==> src/rtl/display_frame_loader.sv <==
// Packs incoming SPI bytes into pixels, writes them row-major into the back buffer,
// and flips the buffer select once a complete frame has landed and the driver allows it.
module display_frame_loader #(
  parameter  int unsigned rows    = 8,
  parameter  int unsigned columns = 32,
  parameter  int unsigned width   = 24,
  localparam int unsigned RW      = $clog2(rows),
  localparam int unsigned CW      = $clog2(columns)
) (
  input  logic             clk,
  input  logic             rst,
  input  logic [7:0]       data,
  input  logic             valid,
  input  logic             sot,
  input  logic             eot,
  input  logic             safe_flip,
  output logic             wen,
  output logic [RW-1:0]    wrow,
  output logic [CW-1:0]    wcol,
  output logic [width-1:0] wdata,
  output logic             flip,
  output logic             busy,
  output logic             frame_err
);

  localparam int unsigned NB   = width / 8;
  localparam int unsigned NPIX = rows * columns;
  localparam int unsigned PW   = $clog2(NPIX + 1);
  localparam int unsigned BW   = (NB > 1) ? $clog2(NB) : 1;
  localparam int unsigned SW   = width - 8;

  typedef enum logic [1:0] {
    IDLE      = 2'd0,
    LOAD      = 2'd1,
    WAIT_FLIP = 2'd2
  } state_e;

  state_e           state_q;
  logic             wen_q, flip_q, err_q, over_q;
  logic [RW-1:0]    wrow_q, row_q, row_base, row_d;
  logic [CW-1:0]    wcol_q, col_q, col_base, col_d;
  logic [width-1:0] wdata_q;
  logic [BW-1:0]    bcnt_q, bcnt_base, bcnt_d;
  logic [PW-1:0]    pcnt_q, pcnt_base, pcnt_d;
  logic [SW-1:0]    shift_q, shift_d;
  logic             over_base, over_d;
  logic             start_c, in_frame_c, full_c, take_c, last_c, frame_ok_c;

  // Frame bookkeeping after an optional restart, with the current byte applied first
  always_comb begin
    start_c    = sot && (state_q != WAIT_FLIP);
    in_frame_c = start_c || (state_q == LOAD);
    bcnt_base  = start_c ? '0 : bcnt_q;
    pcnt_base  = start_c ? '0 : pcnt_q;
    row_base   = start_c ? '0 : row_q;
    col_base   = start_c ? '0 : col_q;
    over_base  = start_c ? 1'b0 : over_q;
    full_c     = (pcnt_base == PW'(NPIX));
    take_c     = in_frame_c && valid && !full_c;
    last_c     = take_c && (bcnt_base == BW'(NB - 1));
    shift_d    = shift_q;
    bcnt_d     = bcnt_base;
    pcnt_d     = pcnt_base;
    row_d      = row_base;
    col_d      = col_base;
    if (take_c) begin
      shift_d = {shift_q[SW-9:0], data};
      bcnt_d  = last_c ? '0 : bcnt_base + 1'b1;
    end
    if (last_c) begin
      pcnt_d = pcnt_base + 1'b1;
      // Position saturates on the final pixel of the panel
      if (pcnt_base != PW'(NPIX - 1)) begin
        if (col_base == CW'(columns - 1)) begin
          col_d = '0;
          row_d = row_base + 1'b1;
        end else begin
          col_d = col_base + 1'b1;
        end
      end
    end
    over_d     = over_base || (in_frame_c && valid && full_c);
    frame_ok_c = (pcnt_d == PW'(NPIX)) && (bcnt_d == '0) && !over_d;
  end

  // Frame FSM, memory write port and flip register
  always_ff @(posedge clk or posedge rst) begin
    if (rst) begin
      state_q <= IDLE;
      wen_q   <= 1'b0;
      wrow_q  <= '0;
      wcol_q  <= '0;
      wdata_q <= '0;
      flip_q  <= 1'b0;
      err_q   <= 1'b0;
      bcnt_q  <= '0;
      pcnt_q  <= '0;
      row_q   <= '0;
      col_q   <= '0;
      over_q  <= 1'b0;
      shift_q <= '0;
    end else begin
      wen_q <= 1'b0;
      err_q <= 1'b0;
      if (in_frame_c) begin
        bcnt_q  <= bcnt_d;
        pcnt_q  <= pcnt_d;
        row_q   <= row_d;
        col_q   <= col_d;
        over_q  <= over_d;
        shift_q <= shift_d;
      end
      if (last_c) begin
        wen_q   <= 1'b1;
        wdata_q <= {shift_q, data};
        wrow_q  <= row_base;
        wcol_q  <= col_base;
      end
      case (state_q)
        IDLE: begin
          if (sot) state_q <= LOAD;
        end
        LOAD: begin
          if (sot) begin
            err_q <= 1'b1;
          end else if (eot) begin
            if (frame_ok_c) begin
              state_q <= WAIT_FLIP;
            end else begin
              state_q <= IDLE;
              err_q   <= 1'b1;
            end
          end
        end
        WAIT_FLIP: begin
          if (safe_flip) begin
            flip_q  <= ~flip_q;
            state_q <= IDLE;
          end
        end
        default: state_q <= IDLE;
      endcase
    end
  end

  assign wen       = wen_q;
  assign wrow      = wrow_q;
  assign wcol      = wcol_q;
  assign wdata     = wdata_q;
  assign flip      = flip_q;
  assign frame_err = err_q;
  assign busy      = (state_q != IDLE);

endmodule
==> config.mk <==
export PLATFORM = sky130hd
export DESIGN_NAME = display_frame_loader
export DESIGN_NICKNAME = d
export VERILOG_FILES = /design/src/rtl/display_frame_loader.sv
export SDC_FILE = /design/constraint.sdc
export NUM_CORES = 1
export LEC_CHECK = 0
export ABC_CLOCK_PERIOD_IN_PS = 4150
export CAP_MARGIN = 40
export CORE_UTILIZATION = 54
export CTS_BUF_LIST = sky130_fd_sc_hd__clkbuf_16
export CTS_CLUSTER_DIAMETER = 200
export DETAILED_ROUTE_END_ITERATION = 7
export PLACE_DENSITY = 0.76
export SLEW_MARGIN = 20
export SYNTH_ARGS = -nofsm -noshare
export SYNTH_HDL_FRONTEND = slang
export SYNTH_SLANG_ARGS = --single-unit
==> constraint.sdc <==
create_clock -name clk -period 4.15 [get_ports clk]
set_clock_uncertainty 0.1 [all_clocks]
set_input_delay 0.415 -clock clk [delete_from_list [all_inputs] [get_ports clk]]
set_output_delay 0.415 -clock clk [all_outputs]
set_load 0.02 [all_outputs]
==> impl_metrics.csv, run 1 <==
group,metric,value,unit
pwr,power_density,497.0,nW/µm²
sta,drv_slew,0,
placement,io_buffer_count,49,
sta,fin_crit_sh,78.53,%
drt,viasPerCell,5.334,
global_route,grt-ovfl-total,0,
critical_path,reg2reg_slack,890,ps
floorplan,start_util,55.74,%
yosys,synth_edf_count,0,
placement,post-place-cells,439,
layout,area_growth,28.57,%
yosys,synth_compound_area_share,7.551,%
clock_network,cts_num_sinks,73,
sta,finalSetupTns,0,ps
clock_network,cts_buffer_depth,2,
sta,slew-limit-headroom,62.12,%
clock_network,cts_tree,"yes",
critical_path,path_class,"reg -> reg",
sta,tightest_slew,567.3,ps
global_route,grt_pass1_vias,2436,
critical_path,worstPathArrival,3380,ps
placement,place.gp.congestion,0.9454,
hold_path,hold_path.class,"in -> async",
layout,fin_util,71.66,%
yosys,synth_top_family_by_area,"simple AND/OR/NAND/NOR gates",
floorplan,die_height,79.95,µm
drt,num_vias,2427,
floorplan,boundaryPins,50,
yosys,synth_fp_nets,338,
pwr,peakVddDrop,368.8,µV
drt,drcViolationCount,1,
run_status,violations,"DRC",
placement,dp.final_hpwl,4.541,mm
yosys,yosysSeqAreaShare,55.68,%
yosys,synth_cell_type_count,56,
global_route,grt_max_degree,29,
clock_network,root_buffer,"clkbuf_16",
yosys,synthFlopType,"dfrtp_1",
sta,rsz0062_at_grt,"false",
yosys,yosysTopAreaCellShare,55.68,%
pwr,p_leak,1.974,nW
yosys,synth_area_leaders,"dfrtp_1, nand2_1, mux2_2, ha_1, xnor2_1",
critical_path,endpoint_kind,"flop",
pwr,p_total,0.002096,W
critical_path,cp_max_fo,7,
clock_network,cts_inserted_buffers,9,
layout,stdcell_area,4218,µm²
layout,n_antenna_cell,0,
yosys,ys_ff_latch,73,
yosys,syn_inst,318,
yosys,syn_avg_cell_area,10.32,µm²
critical_path,start_kind,"flop",
job,cap_violations,0,
layout,drive_above_1_share,15.26,%
run_status,status,"finished with violations",
critical_path,rr_endpoint,"frame_err",
clock_network,insertion_delay,330,ps
sta,hold_violations,0,
sta,fmax,306.8,MHz
drt,routedWlPerCell,14.99,µm
clock_network,cts_resized,0,
drt,drt_pre_antenna_iters,6,
drt,drtAntennaViolNets,0,
drt,wirelength,6.820,mm
clock_network,hold_buffers,0,
clock_network,htreeDepth,3,
critical_path,cp.required,4270,ps
global_route,grt_pass1_wl,11.55,mm
clock_network,clk_pin_slew,60,ps
floorplan,dieArea,6391,µm²
sta,setup_viol,0,
yosys,yosysWarnings,0,
critical_path,r2r_start,"state_q[1]",
layout,final_nets,395,
critical_path,ff2ff_path_depth,12,
floorplan,die_w,79.95,µm
yosys,yosys-mux-area-fraction,7.094,%
yosys,yosysTopAreaCell,"dfrtp_1",
yosys,synthXorXnorAreaFrac,2.937,%
yosys,syn-cell-area,3281,µm²
yosys,async_flop_share,100.0,%
floorplan,fp-row-count,28,
floorplan,core-area,5886,µm²
clock_network,postCtsSetupRepairBufs,0,
global_route,grt_antenna_before_repair,0,
yosys,synthAdderAreaFrac,2.288,%
layout,final_cells,455,
yosys,synth_simple_gate_area_share,21.43,%
global_route,grt_use_total,24.11,%
sta,period_needed,3259,ps
drt,drt_iter0_drc,166,
placement,post_dp_cell_area,3875,µm²
-- layout make-up --
cell class,count,area (µm²)
flip-flops and latches,73,1827
fillers,447,1668
multi-input cells,222,1355
repair buffers,58,558.0
clock buffers,9,225.2
clock inverters,7,117.6
well taps,75,93.84
inverters,11,41.29
-- synthesized netlist by cell type (2+ instances only) --
master	n
nor2_1	13
xor2_1	3
or2_2	2
nand2_1	103
dfrtp_1	73
or4_4	2
nor2b_1	3
or3b_2	2
nand2b_1	7
mux2_2	17
a21oi_1	4
xnor2_1	8
inv_1	10
ha_1	6
mux2i_1	3
buf_1	3
nand3_1	5
o21ai_0	10
buf_2	7
-- cells by family after synthesis --
group / after synthesis
AOI/OAI and AO/OA: 32
xor gates and xnor gates: 11
adders and majority gates: 6
buffers and inverters: 23
DFF: 73
muxes: 21
and+or+nand+nor: 152
-- critical path, cell delays in order, from the launching register on --
cell and delay (ps):
dfrtp_1 430, nor2b_1 320, o21ai_2 160, inv_1 110, ha_1 210, nand3_1 100, nor3b_1 240, ha_1 280
nor2_1 80, nor4b_1 240, o211ai_1 150, or4_4 500, o221a_1 230
-- worst max-delay path by stage --
stage	startpoint	endpoint	depth (start not counted)
5_1_grt	state_q[1]	frame_err	12
3_5_place_dp	sot	frame_err	13
4_1_cts	state_q[1]	frame_err	12
6_report	state_q[1]	frame_err	12
2_1_floorplan	state_q[0]	frame_err	14
3_3_place_gp	sot	frame_err	13
-- placed cells by master (no fill, tap or decap), types with 2 or more instances in the layout --
cell and n:
a21oi_1 4, buf_4 9, bufinv_16 3, clkbuf_16 9
clkdlybuf4s50_1 49, clkinvlp_4 2, dfrtp_1 73, ha_1 6
inv_1 10, inv_2 2, mux2_2 17, mux2i_1 3
nand2_1 103, nand2b_1 7, nand3_1 5, nor2_1 13
nor2b_1 3, o21ai_0 10, or2_2 2, or3b_2 2
or4_4 2, xnor2_1 8, xor2_1 3
-- metrics by stage --
stage | hold slack, ps | setup WS (ps)
global placement | 343.7 | 729.1
detailed placement | 358.5 | 668.2
CTS | 371.4 | 908.1
floorplan | 333.1 | 838.6
finish | 363.6 | 891.1
global route | 401.7 | 604.5
-- registers in the layout (all words and copies together) (netlist names) --
signal and cells:
row_q 3, col_q 5, frame_err 1, wdata 24, wen 1, state_q 2, bcnt_q 2, wcol 5
pcnt_q 9, over_q 1, wrow 3, shift_q 16, flip 1
-- where the power goes --
group | leakage [nW] | switching, W | internal [W]
registers | 0.959 | 0.0000550 | 0.000802
clock network | 0.163 | 0.000299 | 0.000587
logic | 0.852 | 0.000181 | 0.000172
-- metal layers --
metal | track usage (%) | wire (µm) | vias up
li1 | - | - | 1171
met5 | 0 | 0 | -
met3 | 4.800 | 198 | 16
met4 | 11.96 | 143 | 0
met2 | 37.69 | 3331 | 55
met1 | 32.05 | 3146 | 1185
Power figures use the tool's default switching activity.
==> inputs of run 2 (changes only) <==
--- a/config.mk
+++ b/config.mk
@@ -5,13 +5,13 @@
 export SDC_FILE = /design/constraint.sdc
 export NUM_CORES = 1
 export LEC_CHECK = 0
-export ABC_CLOCK_PERIOD_IN_PS = 4150
+export ABC_CLOCK_PERIOD_IN_PS = 2850
 export CAP_MARGIN = 40
-export CORE_UTILIZATION = 54
+export CORE_UTILIZATION = 48
 export CTS_BUF_LIST = sky130_fd_sc_hd__clkbuf_16
 export CTS_CLUSTER_DIAMETER = 200
 export DETAILED_ROUTE_END_ITERATION = 7
-export PLACE_DENSITY = 0.76
+export PLACE_DENSITY = 0.71
 export SLEW_MARGIN = 20
 export SYNTH_ARGS = -nofsm -noshare
 export SYNTH_HDL_FRONTEND = slang
==> constraint.sdc (replaced) <==
create_clock -name clk -period 2.85 [get_ports clk]
set_clock_uncertainty 0.1 [all_clocks]
set_input_delay 0.285 -clock clk [delete_from_list [all_inputs] [get_ports clk]]
set_output_delay 0.285 -clock clk [all_outputs]
set_load 0.02 [all_outputs]
==> impl_metrics.csv, run 2 (synthesis results as in run 1) <==
group,metric,value,unit
run_status,status,"completed",
placement,io_buffer_count,49,
floorplan,boundaryPins,50,
pwr,power_density,647.9,nW/µm²
layout,n_antenna_cell,0,
sta,slew-limit-headroom,69.47,%
critical_path,r2r_start,"state_q[1]",
clock_network,hold_buffers,0,
global_route,grt-ovfl-total,0,
floorplan,die_w,84.67,µm
sta,finalSetupTns,0,ps
clock_network,root_buffer,"clkbuf_16",
clock_network,htreeDepth,3,
layout,largest_register_ffs,24,
floorplan,start_util,50.79,%
global_route,grt_use_total,21.87,%
clock_network,cts_num_sinks,73,
critical_path,cp.required,2960,ps
clock_network,insertion_delay,330,ps
hold_path,hold_path.class,"in -> async",
sta,fin_ws,15.07,ps
floorplan,dieArea,7169,µm²
layout,drive_above_1_share,23.13,%
critical_path,rr_endpoint,"frame_err",
critical_path,worstPathArrival,2940,ps
clock_network,cts_tree,"yes",
drt,wirelength,7.101,mm
sta,fin_crit_sh,99.47,%
sta,setup_viol,0,
drt,drt_pre_antenna_iters,6,
global_route,grt_pass1_vias,2572,
sta,tightest_slew,457.3,ps
placement,dp.final_hpwl,4.777,mm
placement,post-place-ws,-263.4,ps
drt,top_layer,"met4",
floorplan,die_height,84.67,µm
drt,drtAntennaViolNets,0,
global_route,grt_max_degree,33,
sta,hold_violations,0,
layout,area_growth,35.51,%
critical_path,critical_path.endpoint,"frame_err",
critical_path,worstSetupStartpoint,"state_q[1]",
drt,dr_wl_met3,206,µm
sta,period_needed,2835,ps
critical_path,reg2reg_slack,20,ps
drt,wl_met2,3.429,mm
critical_path,endpoint_kind,"flop",
global_route,grt_pass1_wl,12.14,mm
placement,place.gp.congestion,0.8177,
critical_path,ff2ff_path_depth,9,
layout,layout.cells.most_common,"nand2_1",
drt,met1_length,3.360,mm
floorplan,core-area,6459,µm²
drt,routedWlPerCell,14.82,µm
critical_path,cp_max_fo,4,
pwr,p_leak,2.078,nW
drt,drt_iter0_drc,126,
sta,holdWs,189.8,ps
layout,nFillCells,486,
job,cap_violations,0,
sta,rsz0062_at_grt,"true",
clock_network,cts_inserted_buffers,9,
sta,fmax,352.7,MHz
placement,post-place-cells,458,
sta,drv_slew,0,
pwr,peakVddDrop,444.9,µV
global_route,grt_antenna_before_repair,0,
drt,drcViolationCount,0,
layout,most-common-layout-cells,"nand2_1, dfrtp_1, clkdlybuf4s50_1",
layout,final_nets,417,
drt,viasPerCell,5.148,
drt,num_vias,2466,
critical_path,path_class,"reg -> reg",
layout,final_cells,479,
clock_network,clk_pin_slew,60,ps
pwr,p_total,0.002880,W
critical_path,start_kind,"flop",
clock_network,cts_buffer_depth,2,
floorplan,fp-row-count,29,
[run 2: cell type report]
cell class | count | area (µm²) | area share, %
multi-input cells | 222 | 1436 | 32.31
flip-flops and latches | 73 | 1828 | 41.12
clock inverters | 7 | 70.07 | 1.576
well taps | 77 | 96.34 | 2.167
repair buffers | 80 | 748.2 | 16.83
clock buffers | 9 | 225.2 | 5.066
inverters | 11 | 41.29 | 0.9288
[run 2: worst min path at each step]
stage / end
6_report: shift_q[11]
5_1_grt: shift_q[11]
4_1_cts: shift_q[11]
3_5_place_dp: wdata[17]
3_3_place_gp: wdata[17]
2_1_floorplan: wdata[0]
[run 2: worst max-delay path: stages (launching register included)]
cell	delay [ps]
dfrtp_1	390
nor2b_4	150
o21ai_4	190
ha_1	160
or3b_4	400
a2111oi_4	370
or4_4	190
a21oi_2	50
or4_4	500
o221a_1	220
[run 2: timing repair]
action                     CTS  global route
gates cloned                 0             0
buffers inserted             0             5
gates resized for setup      1            11
pin swaps                    0             8
setup endpoints to repair    1             2
[run 2: power by group]
part           internal (W)  leakage [nW]  switching [W]
Sequential          0.00117         0.958      0.0000767
Combinational      0.000261         0.981       0.000268
Clock              0.000675         0.139       0.000431
[run 2: through the flow]
stage,instance area [µm²],util (%)
2_1_floorplan,3324,-
3_3_place_gp,4064,62.92
3_5_place_dp,4064,62.92
4_1_cts,4362,67.53
5_1_grt,4446,68.83
6_report,4446,68.83
[run 2: per-layer routing]
layer | vias up | track usage (%)
li1 | 1213 | -
met1 | 1197 | 28.82
met2 | 48 | 35.62
met3 | 8 | 4.523
met4 | 0 | 8.783
met5 | - | 0
==> inputs of run 3 (changes only) <==
--- a/config.mk
+++ b/config.mk
@@ -7,11 +7,10 @@
 export LEC_CHECK = 0
 export ABC_CLOCK_PERIOD_IN_PS = 2850
 export CAP_MARGIN = 40
-export CORE_UTILIZATION = 48
+export CORE_UTILIZATION = 23
 export CTS_BUF_LIST = sky130_fd_sc_hd__clkbuf_16
 export CTS_CLUSTER_DIAMETER = 200
 export DETAILED_ROUTE_END_ITERATION = 7
-export PLACE_DENSITY = 0.71
 export SLEW_MARGIN = 20
 export SYNTH_ARGS = -nofsm -noshare
 export SYNTH_HDL_FRONTEND = slang
==> impl_metrics.csv, run 3 (synthesis results as in run 1) <==
group,metric,value,unit
clock_network,hold_buffers,0,
floorplan,die_w,121.4,µm
pwr,p_clk_share,37.0,%
floorplan,boundaryPins,50,
sta,fin_ws,33.11,ps
floorplan,dieArea,14750,µm²
global_route,grt_use_total,10.95,%
pwr,switching_share,28.13,%
critical_path,path_common_cell,"or4_4",
clock_network,htreeDepth,3,
global_route,grt_max_degree,74,
critical_path,endpoint_kind,"flop",
global_route,grt_antenna_before_repair,0,
layout,largest_register_ffs,24,
job,cap_violations,0,
critical_path,start_kind,"flop",
critical_path,worstPathArrival,2940,ps
run_status,status,"completed",
clock_network,clk_pin_slew,60,ps
sta,drv_slew,0,
sta,hold_violations,0,
global_route,grt-ovfl-total,0,
layout,n_antenna_cell,0,
clock_network,cts_buffer_depth,2,
critical_path,slowest_delay,500,ps
floorplan,die_height,121.4,µm
pwr,peakVddDrop,425.0,µV
pwr,pwr-share-seq,44.2,%
layout,drive_above_1_share,23.13,%
critical_path,crit_family,"simple AND/OR/NAND/NOR gates",
floorplan,fp-row-count,43,
pwr,p_int,0.002025,W
layout,area_growth,38.60,%
sta,tightest_slew,392.8,ps
drt,drtAntennaViolNets,0,
critical_path,path_cells,"buf_6 -> nand2b_4 -> nand2_4 -> nand2_2 -> ha_2 -> or3b_4 -> a2111oi_4 -> or4_4 -> a21oi_2 -> or4_4 -> o221a_1",
sta,setup_viol,0,
layout,layout.cells.most_common,"nand2_1",
clock_network,root_buffer,"clkbuf_16",
critical_path,rr_endpoint,"frame_err",
placement,io_buffer_count,49,
drt,drt_iter0_drc,98,
pwr,power_density,619.5,nW/µm²
critical_path,reg2reg_slack,30,ps
drt,drt_pre_antenna_iters,4,
sta,fin_crit_sh,98.84,%
placement,post-place-ws,-232.1,ps
hold_path,hold_path.class,"in -> async",
pwr,combPwrFrac,18.8,%
drt,routedWlPerCell,12.73,µm
layout,most-common-layout-cells,"nand2_1, dfrtp_1, clkdlybuf4s50_1",
floorplan,core-area,13880,µm²
clock_network,cts_tree,"yes",
placement,place.gp.congestion,0.8606,
critical_path,ff2ff_path_depth,11,
critical_path,cp_max_fo,5,
critical_path,path_class,"reg -> reg",
drt,viasPerCell,4.213,
clock_network,cts_inserted_buffers,9,
critical_path,cpMaxStageDelayCell,"or4_4",
pwr,p_total,0.002817,W
global_route,grt_pass1_wl,12.51,mm
sta,fmax,355.0,MHz
drt,drcViolationCount,0,
layout,fin_util,32.76,%
critical_path,cp.buffers_inverters,1,
sta,slew-limit-headroom,73.81,%
sta,rsz0062_at_grt,"true",
placement,dp.final_hpwl,5.220,mm
clock_network,insertion_delay,330,ps
critical_path,r2r_start,"state_q[1]",
floorplan,start_util,23.63,%
critical_path,cp.required,2970,ps
pwr,power_switching,0.0007924,W
global_route,grt_pass1_vias,2512,
drt,num_vias,2452,
sta,period_needed,2817,ps
layout,final_nets,417,
layout,nFillCells,1460,
drt,wirelength,7.410,mm
sta,finalSetupTns,0,ps
clock_network,cts_num_sinks,73,
pwr,p_leak,2.064,nW
## run 3: worst max-delay path by stage
stage	start	to	slack [ps]	cells after the start
6_report	state_q[1]	frame_err	30	11
5_1_grt	state_q[0]	frame_err	-80	13
4_1_cts	state_q[0]	frame_err	10	13
3_5_place_dp	sot	frame_err	-230	14
3_3_place_gp	sot	frame_err	-210	14
2_1_floorplan	state_q[0]	frame_err	-10	14
## run 3: stage by stage
| step | instance area [µm²] | std cells | hold slack (ps) |
|---|---|---|---|
| 2_1_floorplan | 3324 | 318 | 290.4 |
| 3_3_place_gp | 4200 | 562 | 345.6 |
| 3_5_place_dp | 4200 | 562 | 354.6 |
| 4_1_cts | 4492 | 579 | 276.0 |
| 5_1_grt | 4547 | 582 | 317.8 |
| 6_report | 4547 | 582 | 246.7 |
## run 3: final cells by class
type	instances	area (µm²)	share of cell area (%)
multi-input cells	222	1420	31.23
repair buffers	80	752.0	16.54
clock inverters	7	55.05	1.211
inverters	11	41.29	0.9081
flip-flops and latches	73	1828	40.20
clock buffers	9	225.2	4.953
well taps	180	225.2	4.953
## run 3: routing by layer
| metal | wire length, µm | global-route usage, % | share of wire, % | vias up |
|---|---|---|---|---|
| li1 | - | - | - | 1215 |
| met1 | 3492 | 14.19 | 47 | 1195 |
| met2 | 3555 | 17.01 | 48 | 37 |
| met3 | 309 | 3.994 | 4.2 | 5 |
| met4 | 51 | 3.009 | 0.69 | 0 |
| met5 | 0 | 0 | 0 | - |
## run 3: power by group through the flow
stage | Sequential (W) | Combinational (W) | Clock, W
after global routing | 0.00126 | 0.000580 | 0.00112
final | 0.00125 | 0.000529 | 0.00104
after global placement | 0.00126 | 0.000528 | 0
after CTS | 0.00125 | 0.000538 | 0.00108
after detailed placement | 0.00127 | 0.000533 | 0
after floorplan | 0.00136 | 0.000161 | 0
## run 3: worst min-delay path, delay by kind of cell
family / cells / cell delay [ps]
buffers and inverters: 3 / 800
## run 3: timing repair
action / CTS / global route
pin swaps: 0 / 11
endpoints found under the setup margin: 1 / 17
setup buffers: 1 / 3
cloned: 0 / 0
resized for setup: 2 / 9
hold endpoints to repair: 0 / 0
